`src/rtl/emesh_arb_if.sv`:
```
// emesh_arb_if: registered core<->mesh emesh interface.
// Egress routes core packets to one of N mesh channels by an index field.
// Ingress merges N mesh channels to the core with a round-robin arbiter.
// Ports:
//   clk, nreset                      clock, async active-low reset
//   emesh_access_in/packet_in        core egress packet in
//   emesh_ready_out                  egress register can accept
//   mesh_access_out/packet_out       per-channel egress out (all slices carry the same packet)
//   mesh_ready_in                    per-channel downstream ready
//   mesh_access_in/packet_in         per-channel ingress packets in
//   mesh_ready_out                   per-channel ingress grant
//   emesh_access_out/packet_out      merged packet to core
//   emesh_ready_in                   core ready
module emesh_arb_if #(
  parameter int AW   = 32,
  parameter int PW   = 2*AW+40,
  parameter int N    = 3,
  parameter int IW   = 2,
  parameter int ILSB = 0
) (
  input  logic            clk,
  input  logic            nreset,
  input  logic            emesh_access_in,
  input  logic [PW-1:0]   emesh_packet_in,
  output logic            emesh_ready_out,
  output logic [N-1:0]    mesh_access_out,
  output logic [N*PW-1:0] mesh_packet_out,
  input  logic [N-1:0]    mesh_ready_in,
  input  logic [N-1:0]    mesh_access_in,
  input  logic [N*PW-1:0] mesh_packet_in,
  output logic [N-1:0]    mesh_ready_out,
  output logic            emesh_access_out,
  output logic [PW-1:0]   emesh_packet_out,
  input  logic            emesh_ready_in
);
  localparam logic [IW-1:0] NMAX = IW'(N-1);
  localparam logic [IW:0]   NW   = (IW+1)'(N);
  logic          eg_v_q, eg_v_d, eg_load;
  logic [PW-1:0] eg_p_q, eg_p_d;
  logic [IW-1:0] eg_d_q, eg_d_d, dst;
  logic          in_v_q, in_v_d, hit, le;
  logic [PW-1:0] in_p_q, in_p_d, sel_p;
  logic [IW-1:0] ptr_q, ptr_d, gi, j;
  logic [IW:0]   s;
  logic [N-1:0]  g;
  // Out-of-range indices fold onto the last channel.
  assign dst             = emesh_packet_in[ILSB +: IW] > NMAX ? NMAX : emesh_packet_in[ILSB +: IW];
  assign emesh_ready_out = ~eg_v_q | mesh_ready_in[eg_d_q];
  assign eg_load         = emesh_access_in & emesh_ready_out;
  assign eg_v_d          = eg_load | (eg_v_q & ~mesh_ready_in[eg_d_q]);
  assign eg_p_d          = eg_load ? emesh_packet_in : eg_p_q;
  assign eg_d_d          = eg_load ? dst : eg_d_q;
  genvar i;
  for (i = 0; i < N; i++) begin : g_ch
    assign mesh_access_out[i]          = eg_v_q & (eg_d_q == IW'(i));
    assign mesh_packet_out[i*PW +: PW] = eg_p_q;
  end
  // Search channels starting at ptr, wrapping modulo N; first requester wins.
  always_comb begin
    g     = '0;
    gi    = '0;
    hit   = 1'b0;
    s     = '0;
    j     = '0;
    sel_p = '0;
    for (int k = 0; k < N; k++) begin
      s = {1'b0, ptr_q} + (IW+1)'(k);
      s = s >= NW ? s - NW : s;
      j = s[IW-1:0];
      if (!hit && mesh_access_in[j]) begin
        hit  = 1'b1;
        g[j] = 1'b1;
        gi   = j;
      end
    end
    for (int c = 0; c < N; c++)
      if (g[c]) sel_p = mesh_packet_in[c*PW +: PW];
  end
  assign le               = ~in_v_q | emesh_ready_in;
  assign mesh_ready_out   = {N{le}} & g;
  assign in_v_d           = le ? hit : in_v_q;
  assign in_p_d           = le & hit ? sel_p : in_p_q;
  assign ptr_d            = le & hit ? (gi == NMAX ? '0 : gi + 1'b1) : ptr_q;
  assign emesh_access_out = in_v_q;
  assign emesh_packet_out = in_p_q;
  always_ff @(posedge clk or negedge nreset)
    if (!nreset) begin
      eg_v_q <= 1'b0;
      eg_p_q <= '0;
      eg_d_q <= '0;
      in_v_q <= 1'b0;
      in_p_q <= '0;
      ptr_q  <= '0;
    end else begin
      eg_v_q <= eg_v_d;
      eg_p_q <= eg_p_d;
      eg_d_q <= eg_d_d;
      in_v_q <= in_v_d;
      in_p_q <= in_p_d;
      ptr_q  <= ptr_d;
    end
endmodule

```
`config.mk`:
```
export PLATFORM = sky130hd
export DESIGN_NAME = emesh_arb_if
export DESIGN_NICKNAME = d
export VERILOG_FILES = /design/src/rtl/emesh_arb_if.sv
export SDC_FILE = /design/constraint.sdc
export NUM_CORES = 1
export LEC_CHECK = 0
export BUFFER_PORTS_ARGS = -buffer_cell sky130_fd_sc_hd__buf_2
export CORE_AREA = 2 2 326 328
export DETAILED_ROUTE_END_ITERATION = 8
export DIE_AREA = 0 0 328 330
export SYNTH_ARGS = -nofsm -noshare
export SYNTH_HDL_FRONTEND = slang
export SYNTH_SLANG_ARGS = --single-unit
```
`constraint.sdc`:
```
create_clock -name clk -period 6.1 [get_ports clk]
set_input_delay 1.22 -clock clk [delete_from_list [all_inputs] [get_ports clk]]
set_output_delay 1.22 -clock clk [all_outputs]
set_load 0.05 [all_outputs]
```
# Word level (Yosys, flattened, before mapping)
# Cells that the tools add are included.
# Widths: inputs -> output; s select.
[totals]
register_bits = 214
inputBits = 426
out_inout_bits = 424
word_cells = 80
[classes]
addsub = 6
n_lt_le_gt_ge = 11
eq_ne = 3
mux = 31
bitwise_logic = 15
reduce_logical = 8
[op_table]
columns = ["operator", "count"]
rows = [
  ["$mux 104", 3],
  ["$mux 2", 8],
  ["$lt 2x3->1 const B", 4],
  ["$mux 1", 10],
  ["$mux 3", 3],
  ["$bmux 1 s2", 4],
  ["$and 1x1->1", 6],
  ["$demux 1 s2", 3],
  ["$ge 2x1->1 const B", 3],
  ["$ge 3x2->1 const B", 2],
  ["$or 3x3->3", 2],
  ["$sub 2x2->2 const B", 3],
  ["$logic_and 1x1->1", 5],
  ["$eq 2x2->1 const B", 2],
  ["$add 2x1->3 const B", 1],
  ["$add 2x2->3 const B", 1],
  ["$and 3x3->3", 1],
  ["$not 1->1", 3],
  ["$or 1x1->1", 3],
  ["$add 2x1->2 const B", 1],
  ["$eq 2x1->1 const B", 1],
  ["$ge 2x2->1 const B", 1],
  ["$gt 2x2->1 const B", 1],
  ["$logic_not 1->1", 2],
  ["$logic_not 2->1", 1],
]

# Longest topological paths before layout
# Gate-level depths: netlist of run 1.
[logic_depth]
word_depth = 14
mapped_depth = 12
depth_no_buf = 8

# Worst setup path after synthesis of run 1
# Ideal clock, no wire load.
[synth_path]
path_kind = "input-to-output"
startpoint = "in mesh_access_in[0]"
endpoint = "out mesh_ready_out[1]"
arrival_time_ps = 2921
required_ps = 4880
path_slack_ps = 1959
stages = 8
path_buffers = 3
path_cell_list = "nor4bb_1 a31o_1 a211oi_2 or3_1 buf_4 buf_12 buf_6 nor2_2"
[synth_between]
elab_chain_cells = 10
elab_cells_between_ends = 18
cone_classes = "mux: 11; bitwise: 3; reduce/logical: 4"
[synth_rtl]
columns = ["element", "line_no", "source"]
rows = [
  ["start: declaration", "29", "input logic [N-1:0] mesh_access_in,"],
  ["$bmux 1 s2", "70", "if (!hit && mesh_access_in[j]) begin"],
  ["$mux 1 (not written as such)", "70", ""],
  ["$mux 1", "70", ""],
  ["$logic_not 1->1", "70", ""],
  ["$logic_and 1x1->1", "70", ""],
  ["$mux 1", "70", ""],
  ["$logic_not 1->1", "70", ""],
  ["$logic_and 1x1->1", "70", ""],
  ["$mux 3 (*)", "70", ""],
  ["$and 3x3->3 (*)", "80", "assign mesh_ready_out = {N{le}} & g;"],
  ["end: declaration", "31", "output logic [N-1:0] mesh_ready_out,"],
]
# Every way passes the cells marked *; elsewhere a longest branch is shown, timed or not. The select of a mux whose other input is x is not followed.

# Worst setup path in the final report of run 1
[layout_path]
startpoint = "reg ptr_q[0]"
endpoint = "out mesh_ready_out[1]"
[layout_between]
elab_chain_cells = 12
elab_cells_between_ends = 44
cone_classes = "add/sub: 5; order compare: 9; mux: 20; bitwise: 3; reduce/logical: 7"
[layout_rtl]
columns = ["element", "line_no", "source"]
rows = [
  ["start: declaration", "43", "logic [IW-1:0] ptr_q, ptr_d, gi, j;"],
  ["start signal: assignment", "100", "ptr_q <= ptr_d;"],
  ["$add 2x1->3, or another cell as far along", "67", "s = {1'b0, ptr_q} + (IW+1)'(k);"],
  ["$ge 3x2->1, or another cell as far along", "68", "s = s >= NW ? s - NW : s;"],
  ["$mux 2, or another cell as far along", "68", ""],
  ["$lt 2x3->1 (not written as such), or another cell as far along", "72", "g[j] = 1'b1;"],
  ["$logic_and 1x1->1 (not written as such), or another cell as far along", "72", ""],
  ["$mux 1 (not written as such), or another cell as far along", "72", ""],
  ["$demux 1 s2, or another cell as far along", "72", ""],
  ["$or 3x3->3 (no line) / $mux 1 (equally long branches)", "--", ""],
  ["$mux 3 / $logic_not 1->1 (equally long branches)", "70", ""],
  ["$or 3x3->3 (no line) / $logic_and 1x1->1 (equally long branches)", "--", ""],
  ["$mux 3 (*)", "70", ""],
  ["$and 3x3->3 (*)", "80", ""],
]
# Marked as above.

==> results.py, run 1 <==
metrics = {
    "run_status": {
        "outcome": "complete, no violations",
    },
    "timing": {
        "fin_crit_ns": 4.25,
        "max_slew.worst_pin.slew_ns": 1.03,
        "setup_viol": 0,
        "fin_ws_ns": 1.85,
        "fmax_mhz": 235,
        "rsz0062_at_grt": "false",
        "fin_setup_tns_ns": 0,
        "hold_ws_ns": 0.518,
        "fin_crit_sh": 0.697,
        "hold_viol": 0,
        "maxSlewHeadroom": 0.311,
        "drv_slew": 0,
        "fin_skew_ns": 0.0327,
    },
    "layout": {
        "synthToLayoutAreaGrowth_pct": 42.8,
        "drive_gt1_frac": 0.636,
        "nFillCells": 11800,
        "seq_area_mm2": 0.00536,
        "multi_input_area_mm2": 0.00426,
        "fin_nets": 2130,
    },
    "floorplanning": {
        "rows": 119,
        "die_h_um": 330,
        "dieArea_mm2": 0.108,
        "pin_count": 850,
        "fp.dieW_um": 328,
        "start_util": 0.111,
        "core_mm2": 0.105,
    },
    "setup_path": {
        "worstPathArrival_ns": 3.03,
        "worst_ep_required_time_ns": 4.88,
        "reg2regPathDepth": 10,
        "critPathMaxStageDelay_ns": 0.49,
        "cp-startpoint": "ptr_q[0]$_DFFE_PN0P_",
        "end_kind": "output port",
        "r2r-start": "ptr_q[1]$_DFFE_PN0P_",
        "cp-start-kind": "flip-flop",
        "path_class": "flip-flop to output port",
        "crit_fanout": 14,
        "path_cells": "inv_1 > ha_1 > nor4bb_1 > a31o_1 > a211oi_2 > or3_4 > nor2_2 > buf_2",
        "cpMaxStageDelayCell": "ha_1",
        "worst-r2r-setup-slack_ns": 2.24,
    },
    "clocking": {
        "cts_made_buffers": 25,
        "cts_tree": "done",
        "clockBufferDepth": 3,
        "clk_latency_ns": 0.59,
        "root_buffer": "clkbuf_16",
        "h-tree-depth": 1,
        "ctsHoldBuffers": 0,
        "cts_setup_buffers": 0,
        "clkSlewWorstSetupHoldPaths_ns": 0.06,
        "post_cts_resized": 0,
        "cts.sinks": 214,
    },
    "placement": {
        "place_congestion": 0.834,
        "place_worst_setup_slack_ns": 1.93,
        "dpl.hpwl_um": 55900,
        "io_buffers": 849,
    },
    "route": {
        "drtPass1Iterations": 5,
        "via_per_inst": 3.64,
        "drt_drc_violations_left": 0,
        "drt-initial-drc-count": 677,
        "post_drt_wl_per_cell_um": 21.8,
        "vias": 11400,
        "ant_nets": 0,
        "wl_um": 68000,
    },
    "yosys": {
        "syn_area_per_cell_um2": 10.6,
        "async_flop_share": 1.00,
        "synth_cells": 1099,
        "ys_seq_area_frac": 0.461,
        "syn_nets": 1529,
        "synth-main-ff-cell": "dfrtp_1",
        "synth_area_mm2": 0.0116,
        "ys_warn_count": 0,
        "yosysUniqueCellTypes": 44,
        "ys_ff_latch": 214,
        "synth-edff-count": 0,
    },
    "min_path": {
        "min_path_type": "input pin to asynchronous set/reset pin",
    },
    "global_route": {
        "grt_antenna_before_repair": 59,
        "track_usage": 0.117,
        "grt_pass1_vias": 10900,
        "grt_pass1_wl_um": 88500,
        "overflow": 0,
        "grt_max_degree": 118,
    },
    "job": {
        "max_cap_violations": 0,
    },
}
## synth_stat cells, types with 5 or more instances
library cell	count	area (um^2)
buf_4	216	1620
dfrtp_1	214	5360
a21oi_1	194	971
mux2_2	105	1180
o22ai_1	105	657
nand3_1	56	280
nand3_2	49	490
clkbuf_1	33	124
buf_2	25	125
a21oi_2	19	166
buf_1	8	30.0
nand2_1	7	26.3
inv_1	5	18.8
## cell families (layout without fill, tap and decap cells)
| logic type | Yosys count | count (layout) | synth area share |
|---|---|---|---|
| buffers and inverters | 295 | 910 | 0.175 |
| and+or+nand+nor | 140 | 140 | 0.0852 |
| adders and majority gates | 4 | 4 | 0.00431 |
| DFF | 214 | 214 | 0.461 |
| AOI/OAI and AO/OA | 337 | 337 | 0.169 |
| other | 0 | 14 | 0 |
| muxes | 109 | 109 | 0.106 |
## flip-flops by register name, indices dropped and copies added (netlist names)
signal,flops
emesh_packet_out,104
eg_v_q,1
ptr_q,2
eg_d_q,2
eg_p_q,104
emesh_access_out,1
## per-stage QoR
stage / utilization / cell area (um^2) / instances
2_1_floorplan: - / 11600 / 1099
3_3_place_gp: 0.151 / 15800 / 3064
3_5_place_dp: 0.151 / 15800 / 3064
4_1_cts: 0.158 / 16600 / 3105
5_1_grt: 0.158 / 16600 / 3112
6_report: 0.159 / 16600 / 3119
## routing by layer
| metal | vias to the layer above | wire (um) | GRT usage |
|---|---|---|---|
| li1 | 4955 | - | - |
| met1 | 5482 | 26100 | 0.140 |
| met2 | 728 | 31600 | 0.192 |
| met3 | 167 | 7350 | 0.0435 |
| met4 | 32 | 2640 | 0.0392 |
| met5 | - | 205 | 0 |
## critical path, delay by kind of cell, from the launching register on
kind | cells | cell delay [ns]
flops | 1 | 0.39
compound gates | 2 | 0.29
simple gates | 3 | 0.86
buf+inv | 2 | 0.40
fa+ha+maj | 1 | 0.49
## final timing paths
| kind | to |
|---|---|
| max | mesh_ready_out[1] |
| min | emesh_packet_out[46]$_DFFE_PN0P_ |
| max reg2reg | emesh_packet_out[23]$_DFFE_PN0P_ |
| min reg2reg | emesh_packet_out[27]$_DFFE_PN0P_ |
| max in group asynchronous | emesh_packet_out[98]$_DFFE_PN0P_ |
| min in group clk | emesh_packet_out[27]$_DFFE_PN0P_ |
## cells in the final DEF (no fill, tap or decap), types with 2 or more instances in the layout
cell	instances
buf_2	848
nand2b_1	4
or3_4	2
o211ai_1	3
a21oi_2	18
nand2_1	6
nor2b_1	4
a21oi_1	194
ha_1	4
buf_4	14
clkbuf_1	2
nand3_2	49
mux2i_1	3
nand3b_1	4
a31oi_1	2
clkbuf_16	25
o22ai_1	105
dfrtp_1	214
nand3_1	56
inv_1	5
bufinv_16	2
clkbuf_8	5
diode_2	14
o21ai_0	4
mux2_2	105
a211oi_2	2
nor2_1	4
clkinv_2	6
## area by class of cell
type,count,share of cell area
antenna,14,0.00211
sequential,214,0.323
inverter,5,0.00113
timing repair buffer,864,0.264
tap,1391,0.105
clock inverter,9,0.00596
clock buffer,32,0.0423
multi-input combinational,590,0.257
Power of run 1 is not shown: default switching activity piles up to over one toggle a cycle in this logic, so the estimate is an artifact.
==> run 2, diff against run 1 <==
- CORE_AREA: 2 2 326 328 -> 2 2 333 335
- DIE_AREA: 0 0 328 330 -> 0 0 335 337
- clock period: 6.1 -> 3.9 ns (I/O delays scaled with it)
==> results.py, run 2 (synthesis gave the netlist of run 1 again) <==
metrics = {
    "run_status": {
        "outcome": "complete, no violations",
    },
    "setup_path": {
        "reg2regPathDepth": 9,
        "cp_top_family": "simple AND/OR/NAND/NOR gates",
        "cp-start-kind": "flip-flop",
        "r2r-start": "ptr_q[1]$_DFFE_PN0P_",
        "path_class": "flip-flop to output port",
        "crit_fanout": 11,
        "end_kind": "output port",
        "critPathMaxStageDelay_ns": 0.40,
        "worst_ep_required_time_ns": 3.12,
        "path_cells": "inv_1 > ha_2 > mux2i_2 > and3_1 > a211oi_2 > or3_4 > nor2_2 > buf_4",
        "path_buf_inv": 2,
        "r2r_end": "emesh_packet_out[95]$_DFFE_PN0P_",
        "cp-startpoint": "ptr_q[1]$_DFFE_PN0P_",
        "worstPathArrival_ns": 2.91,
        "worst-r2r-setup-slack_ns": 1.00,
        "cp.depth": 8,
        "cpMaxStageDelayCell": "dfrtp_1",
        "critPathCapture": "mesh_ready_out[1]",
    },
    "floorplanning": {
        "pin_count": 850,
        "rows": 122,
        "die_h_um": 337,
        "dieArea_mm2": 0.113,
        "core_mm2": 0.110,
        "start_util": 0.106,
        "fp.dieW_um": 335,
    },
    "placement": {
        "dpl.hpwl_um": 57900,
        "io_buffers": 849,
        "place_congestion": 0.857,
    },
    "clocking": {
        "ctsHoldBuffers": 0,
        "clockBufferDepth": 3,
        "clkSlewWorstSetupHoldPaths_ns": 0.06,
        "clk_latency_ns": 0.60,
        "cts_tree": "done",
        "cts_setup_buffers": 0,
        "cts_made_buffers": 28,
        "post_cts_resized": 2,
        "cts.sinks": 214,
        "root_buffer": "clkbuf_16",
        "h-tree-depth": 1,
    },
    "layout": {
        "synthToLayoutAreaGrowth_pct": 46.0,
        "final_common_cell": "buf_2",
        "nFillCells": 12400,
        "drive_gt1_frac": 0.640,
        "fin_nets": 2135,
        "mostFrequentLayoutCells": "847 x buf_2, 214 x dfrtp_1, 194 x a21oi_1, 105 x o22ai_1, 105 x mux2_2",
    },
    "route": {
        "drt-initial-drc-count": 487,
        "wl_um": 70700,
        "ant_nets": 0,
        "drt_drc_violations_left": 0,
        "via_per_inst": 3.61,
        "post_drt_wl_per_cell_um": 22.3,
        "drtPass1Iterations": 4,
        "vias": 11400,
    },
    "global_route": {
        "overflow": 0,
        "grt_antenna_before_repair": 69,
        "grt_pass1_vias": 10800,
        "grt_max_degree": 109,
        "track_usage": 0.118,
        "grt_pass1_wl_um": 91700,
    },
    "timing": {
        "fin_crit_sh": 0.947,
        "fmax_mhz": 271,
        "fin_skew_ns": 0.0107,
        "fin_setup_tns_ns": 0,
        "hold_viol": 0,
        "maxSlewHeadroom": 0.492,
        "max_slew.worst_pin.slew_ns": 0.762,
        "setup_viol": 0,
        "drv_slew": 0,
        "rsz0062_at_grt": "true",
        "fin_crit_ns": 3.69,
    },
    "job": {
        "max_cap_violations": 0,
    },
    "min_path": {
        "min_path_type": "input pin to asynchronous set/reset pin",
    },
}
-- run 2: cell types whose count changed in the layout (fill, tap and decap cells not counted), sizes merged --
cell,change
bufinv,+1
diode,+1
clkinvlp,+5
clkbuf,+3
inv,+1
buf,+2
-- run 2: per-stage QoR --
stage | hold slack [ns] | utilization | setup slack [ns] | area, um^2 | std cells
after global placement | 0.525 | 0.146 | 0.679 | 16000 | 3101
after floorplan | 0.484 | - | 0.614 | 11600 | 1099
final | 0.141 | 0.155 | 0.206 | 17000 | 3167
after detailed placement | 0.536 | 0.146 | 0.651 | 16000 | 3101
after CTS | 0.124 | 0.154 | 0.0551 | 16900 | 3152
after global routing | 0.150 | 0.155 | 0.00652 | 17000 | 3162
-- run 2: worst min path at each step --
stage | cells past startpoint | end | slack, ns
floorplan | 0 | eg_d_q[0]$_DFFE_PN0P_ | 0.48
global placement | 2 | emesh_packet_out[23]$_DFFE_PN0P_ | 0.53
detailed placement | 1 | eg_p_q[28]$_DFFE_PN0P_ | 0.54
CTS | 1 | emesh_packet_out[42]$_DFFE_PN0P_ | 0.12
global route | 1 | emesh_packet_out[45]$_DFFE_PN0P_ | 0.15
finish | 1 | emesh_packet_out[39]$_DFFE_PN0P_ | 0.14
-- run 2: worst reg2reg max path: cells and delay by family, from the launching register on --
| family | cells | cell delay (ns) |
|---|---|---|
| adder cells (fa/ha/maj) | 1 | 0.32 |
| multiplexers | 1 | 0.36 |
| buffers and inverters | 2 | 0.42 |
| AO/OA/AOI/OAI | 3 | 0.47 |
| flip-flops | 1 | 0.40 |
| AND/OR/NAND/NOR | 2 | 0.86 |
-- run 2: cell type report --
cell class                      instances  area [um^2]  share of cell area
Inverter                                5         18.8             0.00111
Clock inverter                         16          183              0.0108
Sequential cell                       214         5360               0.316
Timing Repair Buffer                  866         4540               0.268
Multi-Input combinational cell        590         4270               0.252
Tap cell                             1426         1780               0.105
Clock buffer                           35          778              0.0459
Antenna cell                           15         37.5             0.00221
-- run 2: metal layers --
metal / up-vias / share of wire / global-route usage
met3: 165 / 0.12 / 0.0502
met5: - / 0.0041 / 0
li1: 4988 / - / -
met1: 5536 / 0.37 / 0.138
met4: 42 / 0.037 / 0.0394
met2: 691 / 0.47 / 0.192
Power of run 2 is left out for the same reason.
